$ cat src/rtl/cfo_estimator.sv
// Carrier frequency offset estimator. Autocorrelates the incoming I/Q stream
// against a copy delayed by 2^LAG_LOG2 samples over ACC_LEN products, then
// takes the angle of the sum with a serial CORDIC (vectoring mode). It reports
// the angle divided by the lag as a per-sample phase increment, with
// LSB = pi/2^17 rad.
// Optional build macro: CFOE_ROUND_EN. When it is defined, the final divide by
// the lag rounds half up. When it is undefined, the divide floors.
module cfo_estimator #(
  parameter int ACC_LEN  = 128,
  parameter int LAG_LOG2 = 4
) (
  input  logic               clk,
  input  logic               rst,
  input  logic signed [11:0] di_re,
  input  logic signed [11:0] di_im,
  input  logic               cs_start,
  output logic signed [17:0] cfo_estimated,
  output logic               cfo_estimated_vld,
  output logic               busy
);

  localparam int DATA_W = 12;
  localparam int PROD_W = 2 * DATA_W + 1;
  localparam int ACC_W  = 32;
  localparam int CRD_W  = 34;
  localparam int ANG_W  = 20;
  localparam int LAG    = 1 << LAG_LOG2;
  localparam int CNT_W  = $clog2(ACC_LEN);

  typedef enum logic [1:0] {IDLE, ACCUM, CORDIC, DONE} state_t;

  state_t state_q, state_d;

  logic signed [DATA_W-1:0] dl_re [LAG];
  logic signed [DATA_W-1:0] dl_im [LAG];

  logic signed [2*DATA_W-1:0] m_ac, m_bd, m_bc, m_ad;
  logic signed [PROD_W-1:0]   prod_re_p0, prod_im_p0;
  logic signed [ACC_W-1:0]    acc_re_p1, acc_im_p1;
  logic [CNT_W-1:0]           acc_cnt;

  logic signed [CRD_W-1:0] x_p2, y_p2, x_nx, y_nx, x_sh, y_sh;
  logic signed [ANG_W-1:0] z_p2, z_nx;
  logic [4:0]              cord_cnt;
  logic [3:0]              iter;
  logic                    zero_p2;

  // arctan(2^-i) expressed in pi/2^17 units
  function automatic logic signed [ANG_W-1:0] atan_lut(input logic [3:0] i);
    case (i)
      4'd0:    return 20'sd32768;
      4'd1:    return 20'sd19344;
      4'd2:    return 20'sd10221;
      4'd3:    return 20'sd5188;
      4'd4:    return 20'sd2604;
      4'd5:    return 20'sd1303;
      4'd6:    return 20'sd652;
      4'd7:    return 20'sd326;
      4'd8:    return 20'sd163;
      4'd9:    return 20'sd81;
      4'd10:   return 20'sd41;
      4'd11:   return 20'sd20;
      4'd12:   return 20'sd10;
      4'd13:   return 20'sd5;
      4'd14:   return 20'sd3;
      default: return 20'sd1;
    endcase
  endfunction

  // +pi and above clamp to the largest positive code; -pi itself is representable
  function automatic logic signed [17:0] sat_angle(input logic signed [ANG_W-1:0] z);
    if (z > 20'sd131071)
      return 18'sd131071;
    else if (z < -20'sd131072)
      return 18'sh20000;
    else
      return z[17:0];
  endfunction

  // Divide the lag-wide phase by the lag to obtain the per-sample increment
  function automatic logic signed [17:0] scale_angle(input logic signed [17:0] a);
    logic signed [18:0] t;
    t = 19'(a);
`ifdef CFOE_ROUND_EN
    t = t + 19'(1 << (LAG_LOG2 - 1));
`endif
    t = t >>> LAG_LOG2;
    return t[17:0];
  endfunction

  // Delay line runs every cycle, independent of the FSM
  always_ff @(posedge clk or posedge rst) begin
    if (rst) begin
      for (int i = 0; i < LAG; i++) begin
        dl_re[i] <= '0;
        dl_im[i] <= '0;
      end
    end else begin
      dl_re[0] <= di_re;
      dl_im[0] <= di_im;
      for (int i = 1; i < LAG; i++) begin
        dl_re[i] <= dl_re[i-1];
        dl_im[i] <= dl_im[i-1];
      end
    end
  end

  // Stage p0: x * conj(x_d) at full precision
  assign m_ac = 24'(di_re) * 24'(dl_re[LAG-1]);
  assign m_bd = 24'(di_im) * 24'(dl_im[LAG-1]);
  assign m_bc = 24'(di_im) * 24'(dl_re[LAG-1]);
  assign m_ad = 24'(di_re) * 24'(dl_im[LAG-1]);

  // Register the product so the cs_start-cycle sample enters the sum on the next edge
  always_ff @(posedge clk or posedge rst) begin
    if (rst) begin
      prod_re_p0 <= '0;
      prod_im_p0 <= '0;
    end else begin
      prod_re_p0 <= PROD_W'(m_ac) + PROD_W'(m_bd);
      prod_im_p0 <= PROD_W'(m_bc) - PROD_W'(m_ad);
    end
  end

  // Stage p1: accumulate ACC_LEN products; wrap-around is harmless at these widths
  always_ff @(posedge clk or posedge rst) begin
    if (rst) begin
      acc_re_p1 <= '0;
      acc_im_p1 <= '0;
      acc_cnt   <= '0;
    end else if (cs_start) begin
      acc_re_p1 <= '0;
      acc_im_p1 <= '0;
      acc_cnt   <= '0;
    end else if (state_q == ACCUM) begin
      acc_re_p1 <= acc_re_p1 + ACC_W'(prod_re_p0);
      acc_im_p1 <= acc_im_p1 + ACC_W'(prod_im_p0);
      acc_cnt   <= acc_cnt + 1'b1;
    end
  end

  // One CORDIC vectoring micro-rotation; steer y towards zero
  always_comb begin
    iter = 4'(cord_cnt - 5'd1);
    x_sh = x_p2 >>> iter;
    y_sh = y_p2 >>> iter;
    x_nx = x_p2;
    y_nx = y_p2;
    z_nx = z_p2;
    if (y_p2 >= 0) begin
      x_nx = x_p2 + y_sh;
      y_nx = y_p2 - x_sh;
      z_nx = z_p2 + atan_lut(iter);
    end else begin
      x_nx = x_p2 - y_sh;
      y_nx = y_p2 + x_sh;
      z_nx = z_p2 - atan_lut(iter);
    end
  end

  // Stage p2: cycle 0 folds the left half-plane onto the right, cycles 1..16 iterate
  always_ff @(posedge clk or posedge rst) begin
    if (rst) begin
      x_p2     <= '0;
      y_p2     <= '0;
      z_p2     <= '0;
      zero_p2  <= 1'b0;
      cord_cnt <= '0;
    end else if (cs_start) begin
      cord_cnt <= '0;
    end else if (state_q == CORDIC) begin
      cord_cnt <= cord_cnt + 5'd1;
      if (cord_cnt == 5'd0) begin
        zero_p2 <= (acc_re_p1 == 0) && (acc_im_p1 == 0);
        if (acc_re_p1 < 0) begin
          x_p2 <= -CRD_W'(acc_re_p1);
          y_p2 <= -CRD_W'(acc_im_p1);
          z_p2 <= (acc_im_p1 < 0) ? -20'sd131072 : 20'sd131072;
        end else begin
          x_p2 <= CRD_W'(acc_re_p1);
          y_p2 <= CRD_W'(acc_im_p1);
          z_p2 <= '0;
        end
      end else if (cord_cnt <= 5'd16) begin
        x_p2 <= x_nx;
        y_p2 <= y_nx;
        z_p2 <= z_nx;
      end
    end
  end

  // Output register: load on entry to DONE, drop valid on any restart
  always_ff @(posedge clk or posedge rst) begin
    if (rst) begin
      cfo_estimated     <= '0;
      cfo_estimated_vld <= 1'b0;
    end else if (cs_start) begin
      cfo_estimated_vld <= 1'b0;
    end else if (state_q == CORDIC && cord_cnt == 5'd17) begin
      cfo_estimated     <= zero_p2 ? 18'sd0 : scale_angle(sat_angle(z_p2));
      cfo_estimated_vld <= 1'b1;
    end
  end

  // FSM state register
  always_ff @(posedge clk or posedge rst) begin
    if (rst)
      state_q <= IDLE;
    else
      state_q <= state_d;
  end

  // FSM next state: cs_start restarts from any state
  always_comb begin
    state_d = state_q;
    if (cs_start) begin
      state_d = ACCUM;
    end else begin
      case (state_q)
        ACCUM:   if (acc_cnt == CNT_W'(ACC_LEN - 1)) state_d = CORDIC;
        CORDIC:  if (cord_cnt == 5'd17) state_d = DONE;
        default: state_d = state_q;
      endcase
    end
  end

  assign busy = (state_q == ACCUM) || (state_q == CORDIC);

endmodule

$ cat config.mk
export PLATFORM = sky130hd
export DESIGN_NAME = cfo_estimator
export DESIGN_NICKNAME = d
export VERILOG_FILES = /design/src/rtl/cfo_estimator.sv
export SDC_FILE = /design/constraint.sdc
export NUM_CORES = 2
export LEC_CHECK = 0
export CORE_ASPECT_RATIO = 1.5
export CORE_MARGIN = 1
export CORE_UTILIZATION = 30
export DETAILED_ROUTE_END_ITERATION = 7
export GPL_ROUTABILITY_DRIVEN = 0
export PLACE_DENSITY = 0.46
export REMOVE_ABC_BUFFERS = 1
export SYNTH_ARGS = -nofsm -noshare
export SYNTH_HDL_FRONTEND = slang
export SYNTH_SLANG_ARGS = --single-unit
$ cat constraint.sdc
create_clock -name clk -period 17.41 [get_ports clk]
set_clock_uncertainty 0.15 [all_clocks]
set_input_delay 1.741 -clock clk [delete_from_list [all_inputs] [get_ports clk]]
set_output_delay 1.741 -clock clk [all_outputs]
set_load 0.01 [all_outputs]
# Word level (Yosys, flattened, before mapping)
# Memory sizes are Yosys's and may differ from the RTL's.
# Cells that the tools add are included.
totals:
  mem_count: 2
  wordCells: 128
  output_inout_bits: 20
  regBits: 620
  in_bits: 27
  romBits: 512
op_classes:
  n_mux: 32
  n_reduce_logical: 15
  order_cmp: 6
  n_bitwise: 1
  mul: 4
  shift: 2
  add_sub_neg: 15
  n_eq_ne: 6
memory_table:
  columns: ["name", "depth", "width", "rd", "rd_ports_with_merged_regs", "wr", "line_no", "source"]
  rows:
  - ["(name not given)", 16, 16, 1, 0, 0, "50", "case (i)"]
  - ["(name not given)", 16, 16, 1, 0, 0, "50", null]
ops:
  columns: ["operator", "n"]
  rows:
  - ["two-way mux 34 bit", 8]
  - ["two-way mux 20 bit", 7]
  - ["two-way mux 32 bit", 4]
  - ["multiplier 12 x 12 -> 24 bit", 4]
  - ["adder 34 bit", 2]
  - ["negator 32 -> 34 bit", 2]
  - [">>> shifter 34 x 4 -> 34 bit", 2]
  - ["subtractor 34 bit", 2]
  - ["adder 32 x 25 -> 32 bit", 2]
  - ["logical NOT 32 bit", 2]
  - ["less-than comparator 32 x 1 -> 1 bit (second input constant)", 2]
  - ["two-way mux 18 bit", 3]
  - [">= comparator 34 x 1 -> 1 bit (second input constant)", 1]
  - ["adder 24 x 24 -> 25 bit", 1]
  - ["subtractor 24 x 24 -> 25 bit", 1]
  - ["adder 20 bit", 1]
  - ["greater-than comparator 20 x 18 -> 1 bit (second input constant)", 1]
  - ["less-than comparator 20 x 18 -> 1 bit (second input constant)", 1]
  - ["subtractor 20 bit", 1]
  - ["two-way mux 7 bit", 2]
  - ["two-way mux 5 bit", 2]
  - ["AND reduction 3 bit", 3]
  - ["nonzero test 2 bit", 4]
  - ["adder 7 x 1 -> 7 bit (second input constant)", 1]
  - ["other kinds (17)", 22]

# Depth between registers and ports, before layout
# An unclocked memory read counts as a cell.
logic_depth:
  depth_word: 7
  depth_mapped: 40
  ltp_nobuf: 29

# Worst setup path after synthesis
# Ideal clock, no wire load.
synth_path:
  path_kind: "reg-to-reg"
  startpoint: "reg cord_cnt[0]"
  endpoint: "reg x_p2[33]"
  stages_incl_launch_ff: 41
  n_path_buf: 13
  t_required_ns: 17.132
  arrival_time_ns: 7.920
  path_slack_ns: 9.212
  cell_sequence: "dfrtp_1 -> buf_6 -> buf_6 -> inv_1 -> clkbuf_1 -> buf_2 -> clkbuf_1 -> ha_1 -> ha_1 -> buf_2 -> buf_2 -> buf_2 -> buf_2 -> buf_4 -> clkbuf_1 -> buf_1 -> clkbuf_1 -> nor2_1 -> [... 5 more ...] -> or2_4 -> or3_4 -> nor4_1 -> nand2b_1 -> o21ai_0 -> xnor2_1 -> ha_1 -> a21o_1 -> nand2_1 -> nand2b_1 -> a21oi_1 -> o21ai_0 -> a21o_1 -> a221oi_1 -> o31ai_1 -> xor2_1 -> a21oi_1 -> o22ai_1"
synth_between:
  elab_chain_len: 6
  elab_cells_between_ends: 11
synth_lines:
  columns: ["element", "line_no", "source"]
  rows:
  - ["from (decl)", "44", "logic [4:0] cord_cnt;"]
  - ["from (signal assigned)", "172", "cord_cnt <= cord_cnt + 5'd1;"]
  - ["subtractor 4 x 1 -> 4 bit", "144", "iter = 4'(cord_cnt - 5'd1);"]
  - [">>> shifter 34 x 4 -> 34 bit", "146", "y_sh = y_p2 >>> iter;"]
  - ["subtractor 34 bit or adder 34 bit (tied branches)", "155, 151", null]
  - ["two-way mux 34 bit", "150", "if (y_p2 >= 0) begin"]
  - ["two-way mux 34 bit", "184", "end else if (cord_cnt <= 5'd16) begin"]
  - ["two-way mux 34 bit", "173", "if (cord_cnt == 5'd0) begin"]
  - ["to (signal assigned)", "176", "x_p2 <= -CRD_W'(acc_re_p1);"]
  - ["to (signal assigned)", "180", "x_p2 <= CRD_W'(acc_re_p1);"]
  - ["to (signal assigned)", "185", "x_p2 <= x_nx;"]
  - ["to (decl)", "42", "logic signed [CRD_W-1:0] x_p2, y_p2, x_nx, y_nx, x_sh, y_sh;"]
# Parallel ways exist; a longest one is shown, timed or not. The select of a mux whose other input is x is not followed.
# A chain may end at the register's enable or synchronous reset.

# Final worst setup path
layout_path:
  startpoint: "reg cord_cnt[0]"
  endpoint: "reg x_p2[30]"
# The elaborated chain is that of the path after synthesis.

==> out/qor.yml <==
finish:
  fill_cells: 18800
  postLayoutCoreUtil: 0.332
  final_common_cell: "inv_1"
  drive_gt1_frac: 0.0665
  fin_cells: 7989
  final_cell_mix: "773 x inv_1, 656 x fa_1, 613 x dfrtp_1, 522 x nand2_1, 349 x ha_1"
  layout.nets: 6530
  syn_to_final_growth_pct: 9.85
sta:
  slew-limit-headroom: 0.260
  timing.final.ws_setup_ns: 8.51
  rsz0062_at_grt: "false"
  worstMarginPinSlew_ns: 1.11
  period_share: 0.511
  final.min_clock_period_ns: 8.90
  hold_viol: 0
  setup_viol: 0
  finalMaxSlewViolations: 0
  fin_setup_tns_ns: 0
  timing.fmax_mhz: 112
clocking:
  ctsResizeCount: 0
  clockBufferDepth: 3
  cts_tree: "built"
  cts_root_buf: "clkbuf_16"
  cts_num_sinks: 616
  cts_buffers: 69
  cts_hold_buf: 0
  clkLatencyLatePin_ns: 0.72
  cts_setup_buffers: 0
  htree_levels: 3
  clkTransAtPathRegs_ns: 0.06
die:
  die_w_um: 354
  ioPinCount: 47
  start_util: 0.302
  fp.coreArea_sq_mm: 0.184
  std_cell_rows: 193
  die-area_sq_mm: 0.187
  die_h_um: 530
detailed_routing:
  wl_mm: 155
  drtIter0Drc: 1702
  via_count: 38500
  vias_per_cell: 4.82
  ant_nets: 0
  wire_per_inst_um: 19.4
  first_pass_iters: 5
  drc_errors: 0
yosys:
  ys_types: 99
  synth_area_leaders: "dfrtp_1 28%, fa_1 24%, ha_1 7.9%, inv_1 5.2%, nand2_1 3.5%"
  syn_inst: 5542
  synthFlopType: "dfrtp_1"
  ys_ff_latch: 616
  async_reset_ff_frac: 1.00
  yosys.area.top_type: "dfrtp_1"
  avgSynthCellArea_sq_um: 10.0
  synth-edff-count: 0
  yosys.area.top_type_share: 0.277
  syn-cell-area_sq_mm: 0.0557
  ys.warnings.count: 0
  ys_seq_area_frac: 0.277
global_route:
  grt_pass1_wl_mm: 247
  grt_max_degree: 173
  antenna_found_initial: 6
  grt_overflow: 0
  grt.total_usage: 0.170
  grt_pass1_vias: 42700
setup_path:
  worstPathCellList: "clkinv_1 > ha_4 > buf_4 > mux2_2 > mux2_2 > mux4_2 > a211oi_1 > or4b_1 > nand2_1 > xnor2_1 > ha_1 > and2_1 > a221oi_1 > o211ai_1 > a311oi_1 > nor3_1 > nand4_1 > a31oi_1 > a41oi_1 > mux2i_1 > o21ai_0 > a22o_1"
  cp.arrival_ns: 9.32
  cpMaxStageDelayCell: "dfrtp_4"
  crit_path_end_kind: "register"
  crit_top_cell: "mux2_2"
  path_class: "reg -> reg"
  critPathLaunchType: "register"
  crit_required_ns: 17.82
  cp_max_fo: 52
  max_stage_delay_ns: 0.81
place:
  hpwl_mm: 119
  placed_cells: 7861
  portBuffers: 46
  preCtsSetupSlack_ns: 7.73
run:
  cap_violations: 0
run_status:
  outcome: "complete, no violations"
min_path:
  hold_class: "reg -> reg"
[state kept, by name, summed over array words and instances, names as in the netlist]
signal and count:
acc_cnt 7, acc_im_p1 32, acc_re_p1 32, cfo_estimated 14
cfo_estimated_vld 1, cord_cnt 5, dl_im 192, dl_re 192
prod_im_p0 25, prod_re_p0 25, state_q 2, x_p2 34
y_p2 34, z_p2 20, zero_p2 1
[cell usage after synthesis, types with 37 or more instances]
cell,number
o21ai_0,239
mux4_2,50
nand2_1,522
nor2_1,330
a211oi_1,38
ha_1,352
mux2_2,65
inv_1,776
xnor2_1,197
and2_1,301
fa_1,656
a21o_1,77
nand3_1,49
clkbuf_1,189
a21oi_1,222
dfrtp_1,616
nor3_1,44
xor2_1,133
nand2b_1,52
o31ai_1,37
mux2i_1,118
o21a_1,40
[routing by layer]
layer	global-route usage	wire length, um	share of wire	vias up
met1	0.177	57200	0.37	19800
met4	0.0682	6260	0.040	0
met5	0	0	0	-
met2	0.340	87400	0.56	606
met3	0.0180	4030	0.026	267
li1	-	-	-	17900
[metrics by stage]
| stage | hold slack, ns | instance area, sq um |
|---|---|---|
| 6_report | 0.165 | 61200 |
| 5_1_grt | 0.188 | 61200 |
| 4_1_cts | 0.165 | 61200 |
| 3_5_place_dp | 0.185 | 58800 |
| 3_3_place_gp | 0.181 | 58800 |
| 2_1_floorplan | 0.181 | 54600 |
[final cells by class]
type | count | area (sq um) | area share
multi-input combinational | 3903 | 36300 | 0.593
sequential | 616 | 15400 | 0.252
tap | 2437 | 3050 | 0.0498
inverter | 779 | 2930 | 0.0479
clock buffer | 92 | 1910 | 0.0313
timing repair buffer | 126 | 1070 | 0.0174
clock inverter | 35 | 485 | 0.00794
antenna | 1 | 2.50 | 0.0000409
[worst max-delay path, delay by kind of cell (launching register included)]
family | cells | cell delay, ns
compound gates | 8 | 2.64
xor+xnor | 1 | 0.13
fa+ha+maj | 2 | 1.06
buf+inv | 2 | 0.90
flops | 1 | 0.81
mux | 4 | 1.45
simple gates | 5 | 1.62
[logic make-up (layout without fill, tap and decap cells)]
family                     after synthesis  in the layout  synth area share
and+or+nand+nor                       1460           1460             0.126
muxes                                  245            245            0.0598
AOI/OAI and AO/OA                      860            860            0.0981
xor gates and xnor gates               330            330            0.0519
DFF                                    616            616             0.277
buffers and inverters                 1023           1032            0.0721
other                                    0              1                 0
adders and majority gates             1008           1008             0.315
[path summary, 6_finish.rpt]
kind	slack [ns]	end	depth (start not counted)	start
worst max register to register	8.51	x_p2[30]	22	cord_cnt[0]
worst min register to register	0.16	dl_im[148]	0	dl_im[160]
worst min-delay path	0.16	dl_im[148]	0	dl_im[160]
min in group asynchronous	1.50	acc_im_p1[3]	2	rst
worst max-delay path	8.51	x_p2[30]	22	cord_cnt[0]
max in group asynchronous	12.81	dl_re[186]	5	rst
Power is left out: the tool's default activity adds up to more than one toggle a clock period on the data nets, which glitch-free logic cannot reach.
